`src/rtl/counter_mod.sv`:
```
// Up/down modulo counter with programmable terminal value, wrap/saturate mode,
// synchronous load, an integrated prescaler and a sticky bound-hit flag.
module counter_mod #(
   parameter int BW       = 4,
   parameter int PRESC_BW = 4
) (
   input  logic                clk_i,
   input  logic                rst_i,
   input  logic                en_i,
   input  logic                up_i,
   input  logic                sat_i,
   input  logic                load_i,
   input  logic [BW-1:0]       load_val_i,
   input  logic [BW-1:0]       max_i,
   input  logic [PRESC_BW-1:0] presc_i,
   input  logic                clr_ovf_i,
   output logic [BW-1:0]       count_o,
   output logic                tick_o,
   output logic                wrap_o,
   output logic                ovf_o
);

   logic [BW-1:0]       count_q, count_d;
   logic [PRESC_BW-1:0] presc_q, presc_d;
   logic                tick_q, tick_d;
   logic                wrap_q, wrap_d;
   logic                ovf_q, ovf_d;
   logic                step_s;
   logic                hit_s;

   // Next-state: load beats step; prescaler gates steps; bound handling per direction
   always_comb begin
      count_d = count_q;
      presc_d = presc_q;
      tick_d  = 1'b0;
      wrap_d  = 1'b0;
      step_s  = 1'b0;
      hit_s   = 1'b0;

      if (load_i) begin
         count_d = (load_val_i > max_i) ? max_i : load_val_i;
         presc_d = '0;
      end else if (en_i) begin
         if (presc_q >= presc_i) begin
            step_s  = 1'b1;
            presc_d = '0;
         end else begin
            presc_d = presc_q + PRESC_BW'(1);
         end
      end else begin
         presc_d = presc_q;
      end

      if (step_s) begin
         tick_d = 1'b1;
         if (up_i) begin
            if (count_q < max_i) begin
               count_d = count_q + BW'(1);
            end else begin
               hit_s   = 1'b1;
               count_d = sat_i ? max_i : '0;
            end
         end else begin
            // A count stranded above a lowered max snaps down without a hit
            if (count_q > max_i) begin
               count_d = max_i;
            end else if (count_q != '0) begin
               count_d = count_q - BW'(1);
            end else begin
               hit_s   = 1'b1;
               count_d = sat_i ? '0 : max_i;
            end
         end
         wrap_d = hit_s;
      end else begin
         wrap_d = 1'b0;
      end

      ovf_d = hit_s | (ovf_q & ~clr_ovf_i);
   end

   // State register with synchronous reset
   always_ff @(posedge clk_i) begin
      if (rst_i) begin
         count_q <= '0;
         presc_q <= '0;
         tick_q  <= 1'b0;
         wrap_q  <= 1'b0;
         ovf_q   <= 1'b0;
      end else begin
         count_q <= count_d;
         presc_q <= presc_d;
         tick_q  <= tick_d;
         wrap_q  <= wrap_d;
         ovf_q   <= ovf_d;
      end
   end

   assign count_o = count_q;
   assign tick_o  = tick_q;
   assign wrap_o  = wrap_q;
   assign ovf_o   = ovf_q;

endmodule

```
`config.mk`:
```
export PLATFORM = sky130hd
export DESIGN_NAME = counter_mod
export DESIGN_NICKNAME = d
export VERILOG_FILES = /design/src/rtl/counter_mod.sv
export SDC_FILE = /design/constraint.sdc
export NUM_CORES = 1
export LEC_CHECK = 0
export BUFFER_PORTS_ARGS = -buffer_cell sky130_fd_sc_hd__buf_2
export CAP_MARGIN = 20
export CELL_PAD_IN_SITES_DETAIL_PLACEMENT = 2
export CELL_PAD_IN_SITES_GLOBAL_PLACEMENT = 2
export CORE_AREA = 2 2 66 68
export DETAILED_ROUTE_END_ITERATION = 8
export DIE_AREA = 0 0 68 70
export PLACE_DENSITY_LB_ADDON = 0.1
export SLEW_MARGIN = 10
export SYNTH_ARGS = -nofsm -noshare
export SYNTH_HDL_FRONTEND = slang
export SYNTH_SLANG_ARGS = --single-unit
```
`constraint.sdc`:
```
create_clock -name clk_i -period 1.97 [get_ports clk_i]
set_input_delay 0.197 -clock clk_i [delete_from_list [all_inputs] [get_ports clk_i]]
set_output_delay 0.197 -clock clk_i [all_outputs]
set_load 0.02 [all_outputs]
```
# Word-level counts from Yosys, hierarchy flattened

Cells that the tools add are included.
W data, S select, Z words.

Register bits after elaboration: 11
Input port bits: 19
Output and inout port bits: 7

Add/subtract/negate cells: 3
Order comparisons: 4
Multiplexer cells: 19
Bitwise operators: 3
Reduce and logical (&&, ||, !) cells: 3

Operators by type and width:

| operator              | count |
|---|---|
| $mux W4               | 10 |
| $mux W1               | 9 |
| $add A4 B1 Y4 const B | 2 |
| $gt A4 B4 Y1          | 2 |
| $ge A4 B4 Y1          | 1 |
| $lt A4 B4 Y1          | 1 |
| $reduce_bool A4 Y1    | 1 |
| $sub A4 B1 Y4 const B | 1 |
| $reduce_bool A2 Y1    | 1 |
| $reduce_or A2 Y1      | 1 |
| $and A1 B1 Y1         | 1 |
| $not A1 Y1            | 1 |
| $or A1 B1 Y1          | 1 |

# Depth between registers and ports, before layout

Word-level depth: 6
Mapped depth: 8
Mapped depth without buffers: 8

# Least setup slack after synthesis

No wires, ideal clock.

Path kind: flip-flop to flip-flop
Start point: register count_q[1], in the netlist count_o[1]
End point: register count_q[1], in the netlist count_o[1]
Library setup time: 0.122 ns
Arrival time: 1.951 ns
Required time: 1.848 ns
Setup slack: -0.103 ns
Cell stages (with the launch flop): 8
Buffers on the path: 0
Cells stage by stage: dfxtp_1 -> ha_1 -> nor2b_4 -> o211ai_4 -> and2_4 -> o22ai_4 -> a211o_1 -> a221o_1

Cells in the longest elaborated chain, start to end: 5
Elaborated cells between the ends (all ways): 10
Those cells by class: 2 x add/sub; 2 x order compare; 5 x mux; 1 x reduce/logical

Ends and longest elaborated chain:

| element                                             | RTL line | source |
|---|---|---|
| start: declaration                                  | 23       | `logic [BW-1:0] count_q, count_d;` |
| start signal: assignment                            | 91       | `count_q <= count_d;` |
| $sub A4 B1 Y4 or $reduce_bool A4 Y1 (tied branches) | 68, 67   |  |
| $mux W4                                             | 67       | `end else if (count_q != '0) begin` |
| $mux W4                                             | 65       | `if (count_q > max_i) begin` |
| $mux W4 (*)                                         | 56       | `if (up_i) begin` |
| $mux W4 (*)                                         | 54       | `if (step_s) begin` |

Mark *: on every way between the ends. The rest lies on a longest branch, timed or not.
A chain may end at the register's enable or synchronous reset.

# Final worst setup path

Start point: register count_q[3], in the netlist count_o[3]
End point: register count_q[1], in the netlist count_o[1]

Cells in the longest elaborated chain, start to end: 5
Elaborated cells between the ends (all ways): 8
Those cells by class: 2 x order compare; 5 x mux; 1 x reduce/logical

Ends and longest elaborated chain:

| element                                                              | RTL line |
|---|---|
| parallel branches: the longest is 3 deep, another holds $gt A4 B4 Y1 | - |
| $mux W4 (*)                                                          | 56 |
| $mux W4 (*)                                                          | 54 |

Every way passes the cells marked *.

==> flow_summary.json <==
{
  "die-area_um2": 4760,
  "die_y_um": 70,
  "grt_pass1_vias": 1171,
  "fin_crit_ns": 1.90,
  "dr.pass1.iters": 4,
  "routedWlPerCell_um": 16.2,
  "muxShareOfSynthArea": 0.0482,
  "clock-root-buffer": "clkbuf_8",
  "drc": 0,
  "rsz0062_at_grt": "false",
  "wl_mm": 3.56,
  "path_cells": "ha_2 -> and4_4 -> buf_4 -> o22ai_4 -> a211o_1 -> a221o_1",
  "seq_area_frac_synth": 0.212,
  "p_comb_frac": 0.418,
  "period_share": 0.965,
  "drv_cap": 0,
  "first_iter_violations": 31,
  "power_switching_w": 0.000286,
  "synth_cell_types": 36,
  "whs_ns": 0.273,
  "layout_commonest_cell": "buf_2",
  "seqPwrFrac": 0.293,
  "area_growth_pct": 38.7,
  "grt_max_degree": 13,
  "antenna_found_initial": 0,
  "critical_path_class": "reg2reg",
  "max_stage_delay_ns": 0.39,
  "syn_nets": 158,
  "core_area_um2": 4140,
  "synth_edf_count": 0,
  "syn_avg_cell_area_um2": 8.37,
  "finalWeightedCongestion": 0.909,
  "num-nets-final": 203,
  "p_leak_nw": 0.697,
  "clk_latency_ns": 0.24,
  "numCtsBuffers": 3,
  "reg2reg_slack_ns": 0.07,
  "place_hpwl_mm": 2.98,
  "cts_tree": "yes",
  "grt_use_total": 0.162,
  "required_ns": 2.10,
  "yosysWarnings": 0,
  "clk_pin_slew_ns": 0.06,
  "ys_seq_elements": 11,
  "synth_compound_area_frac": 0.258,
  "holdCritPathClass": "in2reg",
  "cts_htree_levels": 1,
  "cts_sinks": 11,
  "io-pin-count": 26,
  "antennaDiodeCount": 0,
  "startpoint_type": "flip-flop",
  "start_util": 0.251,
  "finClkSkew_ns": 0.00116,
  "pwr-share-clk": 0.289,
  "final_cell_mix": "buf_2, buf_4, inv_1",
  "synth_flop_cell": "dfxtp_1",
  "critPathCaptureType": "flip-flop",
  "die_w_um": 68,
  "design_area_um2": 1440,
  "clock.fmax_ghz": 0.526,
  "synthArstFlopShare": 0,
  "worstPathArrival_ns": 2.03,
  "fillers": 478,
  "critPathSlowestCell": "ha_2",
  "dpl_cell_area_um2": 1350,
  "ant_nets": 0,
  "vias": 1077,
  "worstMarginPinSlew_ns": 0.283,
  "cts_setup_buffers": 0,
  "grt-ovfl-total": 0,
  "synth_simple_gate_area_frac": 0.195,
  "vias_per_cell": 4.90,
  "finalNonFillerCells": 220,
  "status": "complete, no violations",
  "numPortBuffers": 25,
  "path_delay_family": "compound AO/OA/AOI/OAI gates",
  "netlist_area_um2": 1040,
  "p_int_w": 0.000535,
  "p_sw_frac": 0.348,
  "ir_drop_uv": 380,
  "syn-instance-count": 124,
  "synth_top_family_by_area": "compound AO/OA/AOI/OAI gates",
  "synth_xor_area_frac": 0.0422,
  "yosys.area_share.adder": 0.181,
  "cellPowerDensity_nw_per_um2": 570,
  "layout-drive-gt1-share": 0.399,
  "placed_cells": 216,
  "setup_viol": 0,
  "hold_violations": 0,
  "cts_max_path_buffers": 2,
  "grt_pass1_wl_mm": 5.79,
  "drv_slew": 0,
  "crit_fanout": 3,
  "fp-row-count": 24,
  "max_slew_margin": 0.806,
  "crit_buf_inv": 1
}
[area by class of cell]
type / count / area, um2 / area share
clock buffer: 3 / 41.3 / 0.0287
clock inverter: 1 / 5.00 / 0.00348
inverter: 14 / 52.6 / 0.0365
multi-input combinational: 97 / 798 / 0.554
sequential: 11 / 225 / 0.156
tap: 52 / 65.1 / 0.0452
timing repair buffer: 42 / 253 / 0.175
[flip-flops by register name (all words and copies together) (netlist names)]
| register | cells |
|---|---|
| count_o | 4 |
| tick_o | 1 |
| ovf_o | 1 |
| wrap_o | 1 |
| presc_q | 4 |
[final timing paths]
| check | start | to | depth (start not counted) |
|---|---|---|---|
| max | count_o[3] | count_o[1] | 6 |
| min | clr_ovf_i | ovf_o | 3 |
| max reg2reg | count_o[3] | count_o[1] | 6 |
| min reg2reg | ovf_o | ovf_o | 1 |
[cell families (layout without fill, tap and decap cells)]
kind of cell	after synthesis	count (layout)
and+or+nand+nor	38	38
buffers and inverters	16	60
AOI/OAI and AO/OA	34	34
muxes	5	5
xor gates and xnor gates	5	5
adders and majority gates	15	15
DFF	11	11
[cell usage after synthesis (3+ instances only)]
cell	number	share of area
o211ai_1	3	0.022
mux2i_1	5	0.048
nor2_1	10	0.036
or3_1	3	0.018
nand2_1	7	0.025
inv_1	14	0.051
nand3_1	4	0.019
dfxtp_1	11	0.21
nor3_1	3	0.014
nand2b_1	3	0.018
ha_1	15	0.18
xnor2_1	3	0.025
o21ai_0	5	0.024
a21oi_1	7	0.034
[routing by layer]
metal,routed length (um),GRT usage,up-vias
li1,-,-,537
met1,1460,0.190,525
met2,2010,0.302,13
met3,86,0.0306,2
met4,8,0.0200,0
met5,0,0,-
[power by group through the flow]
stage | logic, W | registers (W) | clock network (W)
floorplan | 0.000185 | 0.000260 | 0
global route | 0.000380 | 0.000242 | 0.000256
detailed placement | 0.000324 | 0.000244 | 0
global placement | 0.000318 | 0.000245 | 0
CTS | 0.000326 | 0.000240 | 0.000249
finish | 0.000343 | 0.000241 | 0.000237
[worst min-delay path, delay by kind of cell]
kind	cells	cell delay (ns)
AO/OA/AOI/OAI	1	0.16
buffers and inverters	1	0.07
AND/OR/NAND/NOR	1	0.03
[stage by stage]
stage / TNS (ns) / total power [W] / setup WS (ns) / utilization
after floorplan: 0 / 0.000445 / 0.0193 / -
after global placement: 0 / 0.000563 / 0.0189 / 0.325
after detailed placement: -0.0276 / 0.000568 / -0.0276 / 0.325
after CTS: 0 / 0.000815 / 0.0371 / 0.336
after global routing: 0 / 0.000877 / 0.0132 / 0.348
final: 0 / 0.000821 / 0.0683 / 0.348
[timing repair]
action,in CTS,in global routing
resized for setup,0,10
hold buffers,0,0
setup endpoints to repair,0,2
(Power assumes the default switching activity.)
